$ cat config.mk
export PLATFORM = sky130hd
export DESIGN_NAME = prog_seq_ctrl
export DESIGN_NICKNAME = d
export VERILOG_FILES = /design/src/rtl/prog_seq_ctrl.sv
export SDC_FILE = /design/constraint.sdc
export NUM_CORES = 1
export LEC_CHECK = 0
export CAP_MARGIN = 15
export CORE_ASPECT_RATIO = 0.75
export CORE_MARGIN = 5
export CORE_UTILIZATION = 35
export CTS_CLUSTER_DIAMETER = 120
export CTS_CLUSTER_SIZE = 16
export DETAILED_ROUTE_END_ITERATION = 10
export PLACE_DENSITY_LB_ADDON = 0.1
export SETUP_SLACK_MARGIN = 0.5
export SLEW_MARGIN = 10
export SYNTH_ARGS = -nofsm -noshare
export SYNTH_HDL_FRONTEND = slang
export SYNTH_SLANG_ARGS = --single-unit
export TNS_END_PERCENT = 10
$ cat constraint.sdc
create_clock -name Clk -period 2.5 [get_ports Clk]
set_input_delay 0.375 -clock Clk [delete_from_list [all_inputs] [get_ports Clk]]
set_output_delay 0.375 -clock Clk [all_outputs]
set_load 0.02 [all_outputs]
$ cat src/rtl/prog_seq_ctrl.sv
`default_nettype none
// ============================================================================
// Module   : prog_seq_ctrl
// Purpose  : Multi-cycle instruction sequencer. Owns the program counter and
//            a 4-entry branch-target LUT, inserts wait cycles for data-memory
//            instructions and flags each instruction commit with InstrValid.
// Ports    : Clk/Reset     - clock (rising edge), async active-low reset
//            Start         - launch program at PC=0 (IDLE/DONE only)
//            Branch/BrCond - branch request and ALU condition
//            HowHigh       - LUT index of the branch target
//            MemAccess     - current instruction is a load or store
//            Halt          - current instruction is halt
//            LutWe/LutAddr/LutData - LUT write port (IDLE/DONE only)
//            PC            - instruction address
//            InstrValid    - current instruction commits this cycle
//            Busy / Done   - sequencer status
// Revision : 1.0 - initial release
// ============================================================================
module prog_seq_ctrl #(
  parameter int PC_W    = 10,
  parameter int MEM_LAT = 1
) (
  input  logic            Clk,
  input  logic            Reset,
  input  logic            Start,
  input  logic            Branch,
  input  logic [1:0]      HowHigh,
  input  logic            BrCond,
  input  logic            MemAccess,
  input  logic            Halt,
  input  logic            LutWe,
  input  logic [1:0]      LutAddr,
  input  logic [PC_W-1:0] LutData,
  output logic [PC_W-1:0] PC,
  output logic            InstrValid,
  output logic            Busy,
  output logic            Done
);

  localparam logic [1:0] S_IDLE = 2'd0;
  localparam logic [1:0] S_RUN  = 2'd1;
  localparam logic [1:0] S_WAIT = 2'd2;
  localparam logic [1:0] S_DONE = 2'd3;

  localparam logic [2:0]      LAT     = 3'(MEM_LAT);
  localparam logic [PC_W-1:0] PC_LAST = '1;

  logic [1:0]      state, state_nx;
  logic [2:0]      cnt, cnt_nx;
  logic [PC_W-1:0] pc_nx;
  logic [PC_W-1:0] lut [4];

  logic idle_like;
  logic run_halt;
  logic run_stall;
  logic commit;
  logic advance;
  logic lut_wr;

  always_comb begin
    idle_like = (state == S_IDLE) || (state == S_DONE);
    run_halt  = (state == S_RUN) && Halt;
    // With zero latency a memory instruction behaves like any other one.
    run_stall = (state == S_RUN) && !Halt && MemAccess && (LAT != 3'd0);
    commit    = ((state == S_RUN) && !run_stall) ||
                ((state == S_WAIT) && (cnt == 3'd1));
    // Halt commits but never moves the PC, so branch is ignored with it.
    advance   = commit && !run_halt;
    lut_wr    = idle_like && LutWe;
  end

  assign InstrValid = commit;

  always_comb begin
    state_nx = state;
    cnt_nx   = cnt;
    pc_nx    = PC;
    case (state)
      S_IDLE, S_DONE: begin
        if (Start) begin
          state_nx = S_RUN;
          pc_nx    = '0;
        end
      end
      S_RUN: begin
        if (Halt) begin
          state_nx = S_DONE;
        end else if (run_stall) begin
          state_nx = S_WAIT;
          cnt_nx   = LAT;
        end
      end
      S_WAIT: begin
        if (cnt > 3'd1) begin
          cnt_nx = cnt - 3'd1;
        end else begin
          state_nx = S_RUN;
        end
      end
      default: state_nx = S_IDLE;
    endcase

    // Next-PC selection on a committing non-halt instruction; a memory
    // instruction reaches this only in its final (commit) cycle, so its
    // branch is resolved there.
    if (advance) begin
      if (Branch && BrCond) begin
        pc_nx = lut[HowHigh];
      end else if (PC == PC_LAST) begin
        pc_nx    = '0;
        state_nx = S_DONE;
      end else begin
        pc_nx = PC + 1'b1;
      end
    end
  end

  always_ff @(posedge Clk or negedge Reset) begin
    if (!Reset) begin
      state <= S_IDLE;
      cnt   <= 3'd0;
      PC    <= '0;
      Busy  <= 1'b0;
      Done  <= 1'b0;
      for (int i = 0; i < 4; i++) begin
        lut[i] <= '0;
      end
    end else begin
      state <= state_nx;
      cnt   <= cnt_nx;
      PC    <= pc_nx;
      Busy  <= (state_nx == S_RUN) || (state_nx == S_WAIT);
      Done  <= (state_nx == S_DONE);
      if (lut_wr) begin
        lut[LutAddr] <= LutData;
      end
    end
  end

endmodule
`default_nettype wire

# Word level (Yosys, flattened, before mapping)
# Index checks and enable logic that the tools add are counted.
[totals] register_bits=57 inputBits=22 output_inout_bits=13
[classes] n_eq_ne=11 addsub=2 n_reduce_logical=22 n_bitwise=2 mux=23 magnitude_cmp=4
[op_table] operator="$mux 10" n=8
[op_table] operator="$bwmux 40" n=1
[op_table] operator="$bmux 10 s2" n=1
[op_table] operator="$demux 10 s2" n=1
[op_table] operator="$mux 2" n=7
[op_table] operator="$add 10x1->10 const B" n=1
[op_table] operator="$eq 10x10->1 const B" n=1
[op_table] operator="$logic_and 1x1->1" n=9
[op_table] operator="$mux 3" n=3
[op_table] operator="$eq 2x2->1 const B" n=4
[op_table] operator="$ge 3x3->1 const B" n=2
[op_table] operator="$not 2->3" n=2
[op_table] operator="$pmux 2 s3" n=1
[op_table] operator="$pmux 3 s2" n=1
[op_table] operator="$reduce_bool 2->1" n=3
[op_table] operator="$eq 2x1->1 const B" n=2
[op_table] operator="$ne 2x2->1 const B" n=2
[op_table] operator="$reduce_and 4->1" n=1
[op_table] operator="$eq 3x1->1 const B" n=1
[op_table] operator="$gt 3x1->1 const B" n=1
[op_table] operator="$logic_not 1->1" n=3
[op_table] operator="$logic_or 1x1->1" n=3
[op_table] operator="$lt 3x1->1 const B" n=1
[op_table] operator="$sub 3x1->3 const B" n=1
[op_table] operator="other kinds (4)" n=4

# Longest topological paths before layout
[logic_depth] ltp_word=11 depth_mapped=8 ltp_nobuf=7

# Least setup slack after synthesis
# No wires, ideal clock.
[synth_timing] path_kind="register to register" from="register PC[0]" to="register Busy" arrival_ps=1908 slack_ps=467 synth_period_minus_slack_ps=2033 path_stages_with_launch=7 path_cell_list="dfrtp_1 ha_1 nand4_2 nor4_4 and2_1 a311o_1 ha_1"
[synth_via] elab_chain_cells=6 word_cells_on_any_way=7 cone_classes="eq/ne: 3; mux: 3; reduce/logical: 1"
[synth_lines] element="from (decl)" line="34" rtl="output logic [PC_W-1:0] PC,"
[synth_lines] element="from (signal assigned)" line="131" rtl="PC <= pc_nx;"
[synth_lines] element="$eq 10x10->1 *" line="109" rtl="end else if (PC == PC_LAST) begin"
[synth_lines] element="$mux 2 *" line="109"
[synth_lines] element="$mux 2 *" line="107" rtl="if (Branch && BrCond) begin"
[synth_lines] element="$mux 2 *" line="106" rtl="if (advance) begin"
[synth_lines] element="net state_nx[1]" line="48" rtl="logic [1:0] state, state_nx;"
[synth_lines] element="$eq 2x1->1 or $eq 2x2->1 (tied branches)" line="132" rtl="Busy <= (state_nx == S_RUN) || (state_nx == S_WAIT);"
[synth_lines] element="$logic_or 1x1->1 *" line="132"
[synth_lines] element="to (signal assigned)" line="132"
[synth_lines] element="to (decl)" line="36" rtl="output logic Busy,"
# The timed path passes the listed nets; every way through them passes the cells marked *.
# A chain may end at the register's enable or synchronous reset.

# Worst setup path in the final report
[layout_timing] from="register state[1]" to="register Busy"
[layout_via] elab_chain_cells=11 word_cells_on_any_way=25 cone_classes="eq/ne: 5; mux: 8; reduce/logical: 12"
[layout_lines] element="from (decl)" line="48"
[layout_lines] element="from (signal assigned)" line="129" rtl="state <= state_nx;"
[layout_lines] element="$eq 2x1->1"
[layout_lines] element="$logic_and 1x1->1 (2 in a row)" line="64" rtl="run_stall = (state == S_RUN) && !Halt && MemAccess && (LAT != 3'd0);"
[layout_lines] element="$mux 2" line="88" rtl="end else if (run_stall) begin"
[layout_lines] element="$mux 2" line="86" rtl="if (Halt) begin"
[layout_lines] element="$pmux 2 s3" line="78" rtl="case (state)"
[layout_lines] element="$mux 2" line="109"
[layout_lines] element="$mux 2" line="107"
[layout_lines] element="$mux 2 *" line="106"
[layout_lines] element="net state_nx[0]" line="48"
[layout_lines] element="$eq 2x1->1 or $eq 2x2->1 (tied branches)" line="132"
[layout_lines] element="$logic_or 1x1->1 *" line="132"
# Marks and branches as above.

==> summary.txt <==
Synth
  • Net count after synthesis: roughly 260
  • Synth cell types: approximately 50
  • Main synth FF type: dfrtp_1
  • Post-synth EDFFs: 0
  • Gate Count Post-Synth: between 200 and 250
  • Area leader, netlist: dfrtp_1
  • Area share of the largest cell type after synthesis: 0.487
  • Async S/R FF share, synth: 1.00
  • Mapped Area: around 3000 um^2
  • Top cells by area, synth: dfrtp_1 49%, mux2_2 15%, mux4_2 7.7%, a221o_1 2.7%, ha_1 2.6%
  • Sequential area share after synthesis: 0.487
  • Flop and latch count out of synthesis: 57
  • Avg Cell Area, Syn: roughly 13 um^2
  • Ys Warns: 0

Global route
  • Initial antenna violation count: 0
  • First-pass GRT wire length: 11000 um
  • Via count of the first global-routing pass: 2082
  • GR Overflow Total: 0
  • Pin count of the biggest net entering global routing: 58
  • All-Layer GR Usage: 0.142

Route
  • Avg Vias per Cell: 5.23
  • Final ANT Viol Nets: 0
  • DR vias: 2038
  • DRT iter0 DRCs: 138
  • Post-route DRC: 0
  • Final wirelength: 6520 um
  • WL per Instance: 16.7 um
  • Pre-Repair DR Iteration Count: 4

Final layout
  • Antenna Cells: 0
  • Multi-input combinational cell area: 1430 um^2
  • Most common cell after layout, fill and taps aside: dfrtp_1
  • Area Overhead vs Synth: 24.3%
  • Non-Filler Instances: 390
  • Fin nets: just over 300
  • Layout cells sized above 1: 0.319
  • Most frequent cells in the layout: 57 x dfrtp_1, 40 x mux2_2, 32 x clkdlybuf4s50_1, 18 x nand2_1, 13 x buf_4
  • Final core occ: 0.454
  • Layout fillers: 761
  • Register Area: between 1000 and 1500 um^2

Timing
  • Final Hold Violating Endpoints: 0
  • Setup Skew: 8.28 ps
  • Slew Viols, Final: 0
  • Slew @ Worst Pin: between 700 and 800 ps
  • Tmin final: 1990 ps
  • Final worst setup slack: 512 ps
  • RSZ-0062 raised after global routing: true
  • Highest Clock Rate: 503 MHz
  • Fin crit share: 0.795
  • Setup TNS: 0 ps
  • Final setup fails: 0
  • Max-slew headroom: 0.508

Placed design
  • Final HPWL DP: between 4000 and 5000 um
  • Worst Setup Slack post-DPL: 287 ps
  • GPL Wtd Cong: 0.759
  • Port buffer count: 34
  • Dpl cells: 371

Flow run
  • Max cap viols: 0

CTS
  • CTS buffer count: 9
  • Reg clk slew, reported paths: 70 ps
  • Clock tree from TritonCTS: done
  • Clock Path Buffers: 2
  • TritonCTS Sinks: 57
  • CTS H-Tree Depth: 3
  • Clock Latency Late Sink: 330 ps
  • CTS Root Buffer Type: clkbuf_8
  • Hold_buf cts: 0

Worst setup path
  • Kind of critical path: reg2reg
  • Critical Path AT: 2200 ps
  • CP Capture Type: register
  • CP Max Fanout: 6
  • CP Launch Type: register
  • Critical path required time: roughly 2700 ps

Floorplan
  • I/O pin total: 35
  • Die W: 116 um
  • Row count: 28
  • Initial Utilization: 0.365
  • Die area: about 10000 um^2
  • DIE HEIGHT: 89.2 um
  • Core area: 8020 um^2

Pwr
  • Max VDD drop: about 0.4 mV
  • Pleak: ~1.5 nW
  • Pwr/cell area: 1130 nW/um^2

Worst hold path
  • Hold crit path type: in2async

Outcome
  • Outcome: finished clean
## power breakdown
group          switching (mW)  total [mW]  internal, mW  leakage, nW
Combinational           0.717        1.60         0.879        0.724
Clock                   0.371       0.829         0.459       0.0933
Sequential              0.320        1.69          1.37        0.704
Total                    1.41        4.11          2.70         1.52
## per-layer routing
metal / routed length (um) / up-vias / part of all wire / track usage
met5: 0 / - / 0 / 0
met4: 29 / 0 / 0.0044 / 0.0448
met1: 3370 / 1015 / 0.52 / 0.203
met2: 2820 / 34 / 0.43 / 0.204
li1: - / 987 / - / -
met3: 299 / 2 / 0.046 / 0.0453
## Yosys cell counts (2+ instances only)
library cell and n:
a211oi_1 3, a21o_1 2, a21oi_1 6, a221o_1 8
a22o_1 3, a31oi_1 3, and2_1 3, and4_1 3
buf_2 3, clkbuf_1 4, dfrtp_1 57, ha_1 6
inv_1 10, mux2_2 40, mux4_2 10, nand2_1 18
nand3_1 3, nand4_1 3, nor2_1 4, nor2b_1 3
nor3_1 2, nor4_1 2, o211ai_1 2, o21a_1 2
o21ai_0 2, o31ai_1 4, or4_1 2
## registers in the layout, summed over array words and instances, names as in the netlist
register and cells:
Done 1, Busy 1, lut 40, cnt 3, state 2, PC 10
## through the flow
stage	hold slack [ps]	power [mW]	cell area, um^2
floorplan	79.4	2.73	2930
global placement	485	3.26	3430
detailed placement	487	3.28	3430
CTS	211	4.16	3640
global route	242	4.42	3640
finish	183	4.11	3640
## worst paths after layout
path / from / end / slack, ps / depth (start not counted)
min reg2reg: lut[13] / lut[13] / 500 / 1
max in group asynchronous: Reset / lut[26] / 1820 / 2
min in group Clk: lut[13] / lut[13] / 500 / 1
max reg2reg: state[1] / Busy / 510 / 6
min: Reset / cnt[1] / 180 / 2
max: state[1] / Busy / 510 / 6
## kinds of logic after synthesis
group | share of synthesized area
and+or+nand+nor | 0.112
buffers and inverters | 0.0269
muxes | 0.234
DFF | 0.487
adders and majority gates | 0.0257
AOI/OAI and AO/OA | 0.114
## what timing repair did
item                       4_1_cts  5_1_grt
setup endpoints to repair        3       21
resized for setup                5        2
pin swaps                        1        1
cloned                           0        0
setup buffers                    2        1
## worst max-delay path, stage by stage (launching register included)
cell	delay, ps
dfrtp_1	410
ha_2	220
and3b_2	230
o21a_1	210
and2_1	170
or2_2	320
ha_1	300
## layout make-up
cell class | instances | share of cell area
Clock buffer | 11 | 0.0361
Multi-Input combinational cell | 155 | 0.392
Sequential cell | 57 | 0.392
Inverter | 10 | 0.0103
Tap cell | 105 | 0.0361
Clock inverter | 5 | 0.0155
Timing Repair Buffer | 47 | 0.118
(Power assumes the default switching activity.)
